`src/rtl/wishbone_slave_xactor_pkg.sv`:
```
// Wishbone request bundle and width helpers, shared by the
// master and slave transactors.
package wishbone_pkg;

  localparam int WB_ADDR_W = 32;
  localparam int WB_DATA_W = 32;
  localparam int WB_SEL_W  = WB_DATA_W / 8;
  localparam int WB_REQ_W  = 1 + WB_SEL_W + WB_ADDR_W + WB_DATA_W;

  typedef struct packed {
    logic                 we;
    logic [WB_SEL_W-1:0]  sel;
    logic [WB_ADDR_W-1:0] adr;
    logic [WB_DATA_W-1:0] dat;
  } wb_req_t;

  function automatic int wb_req_width(
    input int aw,
    input int dw
  );
    return 1 + dw / 8 + aw + dw;
  endfunction

endpackage

```
`src/rtl/wishbone_slave_xactor_if.sv`:
```
// Pipelined Wishbone B4 bus, signal names seen from the slave.
// The master modport drives the *_I side.
interface wb_if
  import wishbone_pkg::*;
#(
  parameter int ADDR_WIDTH = WB_ADDR_W,
  parameter int DATA_WIDTH = WB_DATA_W
);

  logic                    CYC_I;
  logic                    STB_I;
  logic                    WE_I;
  logic [ADDR_WIDTH-1:0]   ADR_I;
  logic [DATA_WIDTH/8-1:0] SEL_I;
  logic [DATA_WIDTH-1:0]   DAT_I;
  logic                    STALL_O;
  logic                    ACK_O;
  logic [DATA_WIDTH-1:0]   DAT_O;

  modport master (
    output CYC_I, STB_I, WE_I,
    output ADR_I, SEL_I, DAT_I,
    input  STALL_O, ACK_O, DAT_O
  );

  modport slave (
    input  CYC_I, STB_I, WE_I,
    input  ADR_I, SEL_I, DAT_I,
    output STALL_O, ACK_O, DAT_O
  );

endinterface

```
`src/rtl/wb_sync_fifo.sv`:
```
// Small synchronous FIFO with a synchronous clear and a
// show-ahead head output; push is allowed when full if popping.
module wb_sync_fifo #(
  parameter int DEPTH = 2,
  parameter int WIDTH = 8
) (
  input  logic             clk,
  input  logic             i_clear,
  input  logic             i_push,
  input  logic             i_pop,
  input  logic [WIDTH-1:0] i_data,
  output logic             o_full,
  output logic             o_empty,
  output logic [WIDTH-1:0] o_head
);

  localparam int PW = (DEPTH > 1) ? $clog2(DEPTH) : 1;
  localparam int CW = $clog2(DEPTH + 1);
  localparam logic [PW-1:0] LAST = PW'(DEPTH - 1);
  localparam logic [CW-1:0] FULL_CNT = CW'(DEPTH);

  logic [WIDTH-1:0] r_mem [DEPTH];
  logic [PW-1:0]    r_wr;
  logic [PW-1:0]    r_rd;
  logic [CW-1:0]    r_cnt;
  logic             w_push;
  logic             w_pop;

  function automatic logic [PW-1:0] nxt(
    input logic [PW-1:0] p
  );
    return (p == LAST) ? '0 : p + PW'(1);
  endfunction

  assign o_full  = (r_cnt == FULL_CNT);
  assign o_empty = (r_cnt == '0);
  assign o_head  = r_mem[r_rd];
  assign w_pop   = i_pop & ~o_empty;
  assign w_push  = i_push & (~o_full | w_pop);

  always_ff @(posedge clk) begin
    if (i_clear) begin
      r_wr  <= '0;
      r_rd  <= '0;
      r_cnt <= '0;
    end else begin
      if (w_push) r_wr <= nxt(r_wr);
      if (w_pop)  r_rd <= nxt(r_rd);
      r_cnt <= r_cnt + CW'(w_push) - CW'(w_pop);
    end
  end

  always_ff @(posedge clk) begin
    if (w_push) r_mem[r_wr] <= i_data;
  end

endmodule

```
`src/rtl/wishbone_slave_xactor.sv`:
```
// Wishbone B4 pipelined slave: buffers bus requests for a local
// client and returns one registered ACK per request, in order.
module wishbone_slave_xactor
  import wishbone_pkg::*;
#(
  parameter int ADDR_WIDTH      = WB_ADDR_W,
  parameter int DATA_WIDTH      = WB_DATA_W,
  parameter int REQ_DEPTH       = 2,
  parameter int MAX_OUTSTANDING = 4
) (
  input  logic CLK,
  input  logic RST,
  wb_if.slave  wb,

  output logic [wb_req_width(ADDR_WIDTH, DATA_WIDTH)-1:0]
               client_request_get,
  output logic RDY_client_request_get,
  input  logic EN_client_request_get,

  input  logic [DATA_WIDTH-1:0] client_response_put,
  input  logic EN_client_response_put,
  output logic RDY_client_response_put
);

  localparam int RW = wb_req_width(ADDR_WIDTH, DATA_WIDTH);
  localparam int CW = $clog2(MAX_OUTSTANDING + 1);
  localparam logic [CW-1:0] MAX_CNT = CW'(MAX_OUTSTANDING);

  logic [CW-1:0]         r_outstanding;
  logic [CW-1:0]         r_inflight;
  logic [CW-1:0]         r_drop;
  logic                  r_ack;
  logic [DATA_WIDTH-1:0] r_dat;

  logic                  w_req_full;
  logic                  w_req_empty;
  logic                  w_rsp_full;
  logic                  w_rsp_empty;
  logic [DATA_WIDTH-1:0] w_rsp_head;
  logic                  w_draining;
  logic                  w_stall;
  logic                  w_accept;
  logic                  w_clear;
  logic                  w_live;
  logic                  w_ack;
  logic                  w_rsp_push;
  logic                  w_rsp_pop;
  logic [DATA_WIDTH-1:0] w_ack_dat;
  logic [CW-1:0]         w_inflight_nxt;
  logic [RW-1:0]         w_req_in;

  assign w_draining = (r_drop != '0);
  assign w_stall    = RST | w_req_full | w_draining
                    | (r_outstanding == MAX_CNT);
  assign w_accept   = wb.CYC_I & wb.STB_I & ~w_stall;
  assign w_clear    = RST | ~wb.CYC_I;
  assign w_live     = wb.CYC_I & ~w_draining;

  // An empty response FIFO lets a fresh put bypass straight to ACK.
  assign w_ack      = w_live
                    & (~w_rsp_empty | EN_client_response_put);
  assign w_rsp_pop  = w_live & ~w_rsp_empty;
  assign w_rsp_push = w_live & ~w_rsp_empty
                    & EN_client_response_put;
  assign w_ack_dat  = w_rsp_empty ? client_response_put
                                  : w_rsp_head;

  assign w_inflight_nxt = r_inflight
                        + CW'(EN_client_request_get)
                        - CW'(EN_client_response_put);

  assign w_req_in = {wb.WE_I, wb.SEL_I, wb.ADR_I, wb.DAT_I};

  wb_sync_fifo #(
    .DEPTH (REQ_DEPTH),
    .WIDTH (RW)
  ) u_req_fifo (
    .clk     (CLK),
    .i_clear (w_clear),
    .i_push  (w_accept),
    .i_pop   (EN_client_request_get),
    .i_data  (w_req_in),
    .o_full  (w_req_full),
    .o_empty (w_req_empty),
    .o_head  (client_request_get)
  );

  wb_sync_fifo #(
    .DEPTH (MAX_OUTSTANDING),
    .WIDTH (DATA_WIDTH)
  ) u_rsp_fifo (
    .clk     (CLK),
    .i_clear (w_clear),
    .i_push  (w_rsp_push),
    .i_pop   (w_rsp_pop),
    .i_data  (client_response_put),
    .o_full  (w_rsp_full),
    .o_empty (w_rsp_empty),
    .o_head  (w_rsp_head)
  );

  assign wb.STALL_O = w_stall;
  assign wb.ACK_O   = r_ack;
  assign wb.DAT_O   = r_dat;

  assign RDY_client_request_get  = ~RST & ~w_req_empty
                                 & ~w_draining;
  assign RDY_client_response_put = ~RST & ~w_rsp_full;

  always_ff @(posedge CLK) begin
    if (RST) begin
      r_outstanding <= '0;
      r_inflight    <= '0;
      r_drop        <= '0;
      r_ack         <= 1'b0;
      r_dat         <= '0;
    end else begin
      r_ack      <= w_ack;
      r_inflight <= w_inflight_nxt;
      if (w_ack) r_dat <= w_ack_dat;

      if (!wb.CYC_I) r_outstanding <= '0;
      else r_outstanding <= r_outstanding
                          + CW'(w_accept) - CW'(w_ack);

      // Responses owed for requests of an aborted cycle are swallowed.
      unique case (1'b1)
        !wb.CYC_I:
          r_drop <= w_inflight_nxt;
        wb.CYC_I && w_draining && EN_client_response_put:
          r_drop <= r_drop - CW'(1);
        default: ;
      endcase
    end
  end

endmodule

```
`src/flat_wrapper.sv`:
```
// flat-port wrapper written by rule: the top's interface ports become plain ports
module wishbone_slave_xactor_flat import wishbone_pkg::*;
#(
  parameter int ADDR_WIDTH      = WB_ADDR_W,
  parameter int DATA_WIDTH      = WB_DATA_W,
  parameter int REQ_DEPTH       = 2,
  parameter int MAX_OUTSTANDING = 4
)
  (CLK, RST, client_request_get, RDY_client_request_get, EN_client_request_get, client_response_put, EN_client_response_put, RDY_client_response_put, wb_CYC_I, wb_STB_I, wb_WE_I, wb_ADR_I, wb_SEL_I, wb_DAT_I, wb_STALL_O, wb_ACK_O, wb_DAT_O);
  wb_if #(.ADDR_WIDTH(ADDR_WIDTH), .DATA_WIDTH(DATA_WIDTH)) wb_i ();
  input  logic CLK;
  input  logic RST;
  output logic [wb_req_width(ADDR_WIDTH, DATA_WIDTH)-1:0] client_request_get;
  output logic RDY_client_request_get;
  input  logic EN_client_request_get;
  input  logic [DATA_WIDTH-1:0] client_response_put;
  input  logic EN_client_response_put;
  output logic RDY_client_response_put;
  input wire logic [$bits(wb_i.CYC_I)-1:0] wb_CYC_I;
  input wire logic [$bits(wb_i.STB_I)-1:0] wb_STB_I;
  input wire logic [$bits(wb_i.WE_I)-1:0] wb_WE_I;
  input wire logic [$bits(wb_i.ADR_I)-1:0] wb_ADR_I;
  input wire logic [$bits(wb_i.SEL_I)-1:0] wb_SEL_I;
  input wire logic [$bits(wb_i.DAT_I)-1:0] wb_DAT_I;
  output wire logic [$bits(wb_i.STALL_O)-1:0] wb_STALL_O;
  output wire logic [$bits(wb_i.ACK_O)-1:0] wb_ACK_O;
  output wire logic [$bits(wb_i.DAT_O)-1:0] wb_DAT_O;
  assign wb_i.CYC_I = wb_CYC_I;
  assign wb_i.STB_I = wb_STB_I;
  assign wb_i.WE_I = wb_WE_I;
  assign wb_i.ADR_I = wb_ADR_I;
  assign wb_i.SEL_I = wb_SEL_I;
  assign wb_i.DAT_I = wb_DAT_I;
  assign wb_STALL_O = wb_i.STALL_O;
  assign wb_ACK_O = wb_i.ACK_O;
  assign wb_DAT_O = wb_i.DAT_O;
  wishbone_slave_xactor #(.ADDR_WIDTH(ADDR_WIDTH), .DATA_WIDTH(DATA_WIDTH), .REQ_DEPTH(REQ_DEPTH), .MAX_OUTSTANDING(MAX_OUTSTANDING)) u_core (.CLK(CLK), .RST(RST), .wb(wb_i), .client_request_get(client_request_get), .RDY_client_request_get(RDY_client_request_get), .EN_client_request_get(EN_client_request_get), .client_response_put(client_response_put), .EN_client_response_put(EN_client_response_put), .RDY_client_response_put(RDY_client_response_put));
endmodule
```
`config.mk`:
```
export PLATFORM = sky130hd
export DESIGN_NAME = wishbone_slave_xactor_flat
export DESIGN_NICKNAME = d
export VERILOG_FILES = /design/src/rtl/wishbone_slave_xactor_pkg.sv /design/src/rtl/wishbone_slave_xactor_if.sv /design/src/rtl/wb_sync_fifo.sv /design/src/rtl/wishbone_slave_xactor.sv /design/src/flat_wrapper.sv
export SDC_FILE = /design/constraint.sdc
export NUM_CORES = 1
export LEC_CHECK = 0
export BUFFER_PORTS_ARGS = -buffer_cell sky130_fd_sc_hd__buf_2
export CAP_MARGIN = 30
export CORE_MARGIN = 5
export CORE_UTILIZATION = 50
export DETAILED_ROUTE_END_ITERATION = 16
export MAX_ROUTING_LAYER = met4
export PLACE_DENSITY_LB_ADDON = 0.1
export SLEW_MARGIN = 25
export SYNTH_ARGS = -nofsm -noshare
export SYNTH_HDL_FRONTEND = slang
export SYNTH_SLANG_ARGS = --single-unit
```
`constraint.sdc`:
```
create_clock -name CLK -period 11.25 [get_ports CLK]
set_input_delay 0 -clock CLK [delete_from_list [all_inputs] [get_ports CLK]]
set_output_delay 0 -clock CLK [all_outputs]
set_load 0.005 [all_outputs]
```
==> flow_metrics.env <==
export IMPL_worstPathArrival_ns=4.00
export IMPL_highest_layer="met4"
export IMPL_tightest_slew_ns=0.9269
export IMPL_fin_crit_sh_pct=31.87
export IMPL_via_count=7207
export IMPL_worstPathRequired_ns=11.66
export IMPL_postRouteWirelength_um=26580
export IMPL_drive_gt1_share_pct=38.89
export IMPL_ys_warn_count=0
export IMPL_drt_iter0_markers=541
export IMPL_synth_edf_count=266
export IMPL_ir_worst_vdd_mv=0.1188
export IMPL_antenna_cells=0
export IMPL_cp_start_kind="flip-flop"
export IMPL_grt_usage_pct=19.00
export IMPL_grt_pass1_vias=7645
export IMPL_relSlewSlack_pct=38.21
export IMPL_hold_violations=0
export IMPL_power_switching_mw=0.5527
export IMPL_grt_pass1_wl_um=41430
export IMPL_sw_frac_of_total_pct=20.56
export IMPL_placed_cell_area_um2=13820
export IMPL_cts_buffers=35
export IMPL_insertion_delay_ns=0.50
export IMPL_pwr_share_seq_pct=50.0
export IMPL_crit_type="reg2reg"
export IMPL_synth_fp_nets=830
export IMPL_p_comb_share_pct=8.0
export IMPL_clock_skew_ns=0.01186
export IMPL_initial_core_util_pct=50.94
export IMPL_p_leak_nw=5.783
export IMPL_setup_worst_path_end_class="flip-flop"
export IMPL_tns_ns=0
export IMPL_final_area_um2=16030
export IMPL_ioPinCount=212
export IMPL_root_buffer="clkbuf_16"
export IMPL_overflow=0
export IMPL_clk_pin_slew_worst_paths_ns=0.06
export IMPL_slew_viol_final=0
export IMPL_drc=0
export IMPL_yosysUniqueCellTypes=41
export IMPL_antenna_found_initial=0
export IMPL_clockBufferDepth=3
export IMPL_rsz0062_at_grt="false"
export IMPL_htreeDepth=2
export IMPL_die_h_um=167.9
export IMPL_place_gp_congestion=0.8080
export IMPL_numPortBuffers=211
export IMPL_post_cts_buffers=0
export IMPL_avgRoutedWirePerCell_um=19.36
export IMPL_fmax_ghz=0.2789
export IMPL_nNetsFinal=1149
export IMPL_row_count=57
export IMPL_ys_top_cells_by_area="edfxtp_1 64%, dfxtp_1 9.0%, mux2_2 6.2%, mux4_2 5.8%, a311oi_2 3.4%"
export IMPL_syn_instance_count=705
export IMPL_maxCapViolCount=0
export IMPL_power_density_nw_per_um2=167.7
export IMPL_ff_latch_area_um2=9112
export IMPL_intPower_mw=2.135
export IMPL_synth_top_cells_by_count="266 x edfxtp_1, 69 x mux2_2, 69 x nand2_1"
export IMPL_vias_per_cell=5.249
export IMPL_synth_top_cell_by_area="edfxtp_1"
export IMPL_route_met2_wl_um=13100
export IMPL_worstPathMaxFanout=35
export IMPL_ys_seq_area_share_pct=73.09
export IMPL_async_flop_share_pct=0
export IMPL_synth_ff_type="edfxtp_1"
export IMPL_cts_tree="yes"
export IMPL_grt_max_degree=70
export IMPL_met1Wirelength_um=11190
export IMPL_die_x_um=167.9
export IMPL_synth_area_um2=12460
export IMPL_area_growth_pct=28.61
export IMPL_period_needed_ns=3.586
export IMPL_die_area_um2=28180
export IMPL_outcome="complete, no violations"
export IMPL_antenna_left=0
export IMPL_setup_viol=0
export IMPL_hold_class="in2reg"
export IMPL_num_fill_cells=1700
export IMPL_syn_avg_cell_area_um2=17.68
export IMPL_cts_hold_buf=105
export IMPL_synth_top_cell_area_share_pct=64.10
export IMPL_coreArea_um2=24460
export IMPL_clockPowerShare_pct=42.0
export IMPL_wl_met3_um=1753
export IMPL_clkSinkCount=322
export IMPL_dr_pass1_iters=5
export IMPL_cts_resized=0
export IMPL_multi_input_area_um2=3122
export IMPL_holdWs_ns=0.1604
export IMPL_synth_most_common_cell="edfxtp_1"
export IMPL_hpwl_um=15760
export IMPL_synth_seq_cells=322
[worst max-delay path, stage by stage, from the launching register on]
cell and delay [ns]:
dfxtp_1 0.29, inv_1 0.11, ha_1 0.24, and3b_2 0.74, and2_4 0.69, ha_1 0.34
inv_1 0.06, ha_1 0.14, inv_1 0.05, fa_1 0.37, xor2_1 0.16, and2_1 0.16
nor3_1 0.12
[final cells by class]
class,instances,area share (%)
multi-input combinational,324,19.48
timing repair buffer,324,13.52
clock buffer,46,6.112
tap,324,2.529
clock inverter,16,1.109
inverter,17,0.3981
sequential,322,56.85
[per-layer routing]
layer  GRT usage (%)  vias to the layer above
met5               -                        -
met3           3.962                       47
met2           31.13                      241
met4           4.975                        0
met1           24.52                     3562
li1                -                     3357
[state kept, by name, summed over array words and instances (netlist names), named ones only]
signal,flops
u_core.u_req_fifo.r_mem,138
u_core.u_rsp_fifo.r_mem,128
u_core.wb.DAT_O,32
u_core.r_drop,3
u_core.r_inflight,3
u_core.r_outstanding,3
u_core.u_rsp_fifo.r_cnt,3
u_core.u_req_fifo.r_cnt,2
u_core.u_rsp_fifo.r_rd,2
u_core.u_rsp_fifo.r_wr,2
u_core.u_req_fifo.r_rd,1
u_core.u_req_fifo.r_wr,1
u_core.wb.ACK_O,1
[layout by cell type (no fill, tap or decap), types with 5 or more instances in the layout]
cell	count
edfxtp_1	266
buf_2	211
dlygate4sd3_1	105
mux2_2	69
nand2_1	69
dfxtp_1	53
clkbuf_16	37
a21oi_1	36
mux4_2	32
a311oi_2	28
inv_1	17
ha_1	15
nor2_1	13
clkinv_1	8
buf_4	8
clkbuf_1	7
and2_1	6
a311oi_1	5
[power by group through the flow]
stage          clock network, mW  logic, mW  registers [mW]
2_1_floorplan                  0      0.107            1.37
3_3_place_gp                   0      0.178            1.37
3_5_place_dp                   0      0.187            1.37
6_report                    1.13      0.215            1.34
5_1_grt                     1.22      0.237            1.35
4_1_cts                     1.16      0.218            1.34
[per-stage QoR]
step	worst slack [ns]	utilization [%]	power [mW]	cells
6_report	7.664	65.52	2.688	1373
5_1_grt	7.382	65.52	2.802	1373
4_1_cts	7.628	65.52	2.724	1373
3_5_place_dp	7.650	56.49	1.555	1206
3_3_place_gp	7.797	56.49	1.545	1206
2_1_floorplan	6.657	-	1.474	705
[final timing paths]
check,startpoint,to,slack [ns],depth (start not counted)
worst max-delay path,u_core.r_drop[0],u_core.r_outstanding[2],7.66,12
worst min-delay path,RST,u_core.r_inflight[1],0.16,3
worst max register to register,u_core.r_drop[0],u_core.r_outstanding[2],7.66,12
worst min register to register,u_core.u_rsp_fifo.r_rd[1],flip-flop,0.51,2
[cell families after synthesis]
group	after synthesis	share of synthesized area [%]
flops	322	73.09
simple gates	117	4.277
mux	105	12.34
compound gates	78	5.683
buf+inv	59	2.078
fa+ha+maj	18	1.988
xor+xnor	6	0.5422
Note: power is estimated with default switching activity, not from simulation.
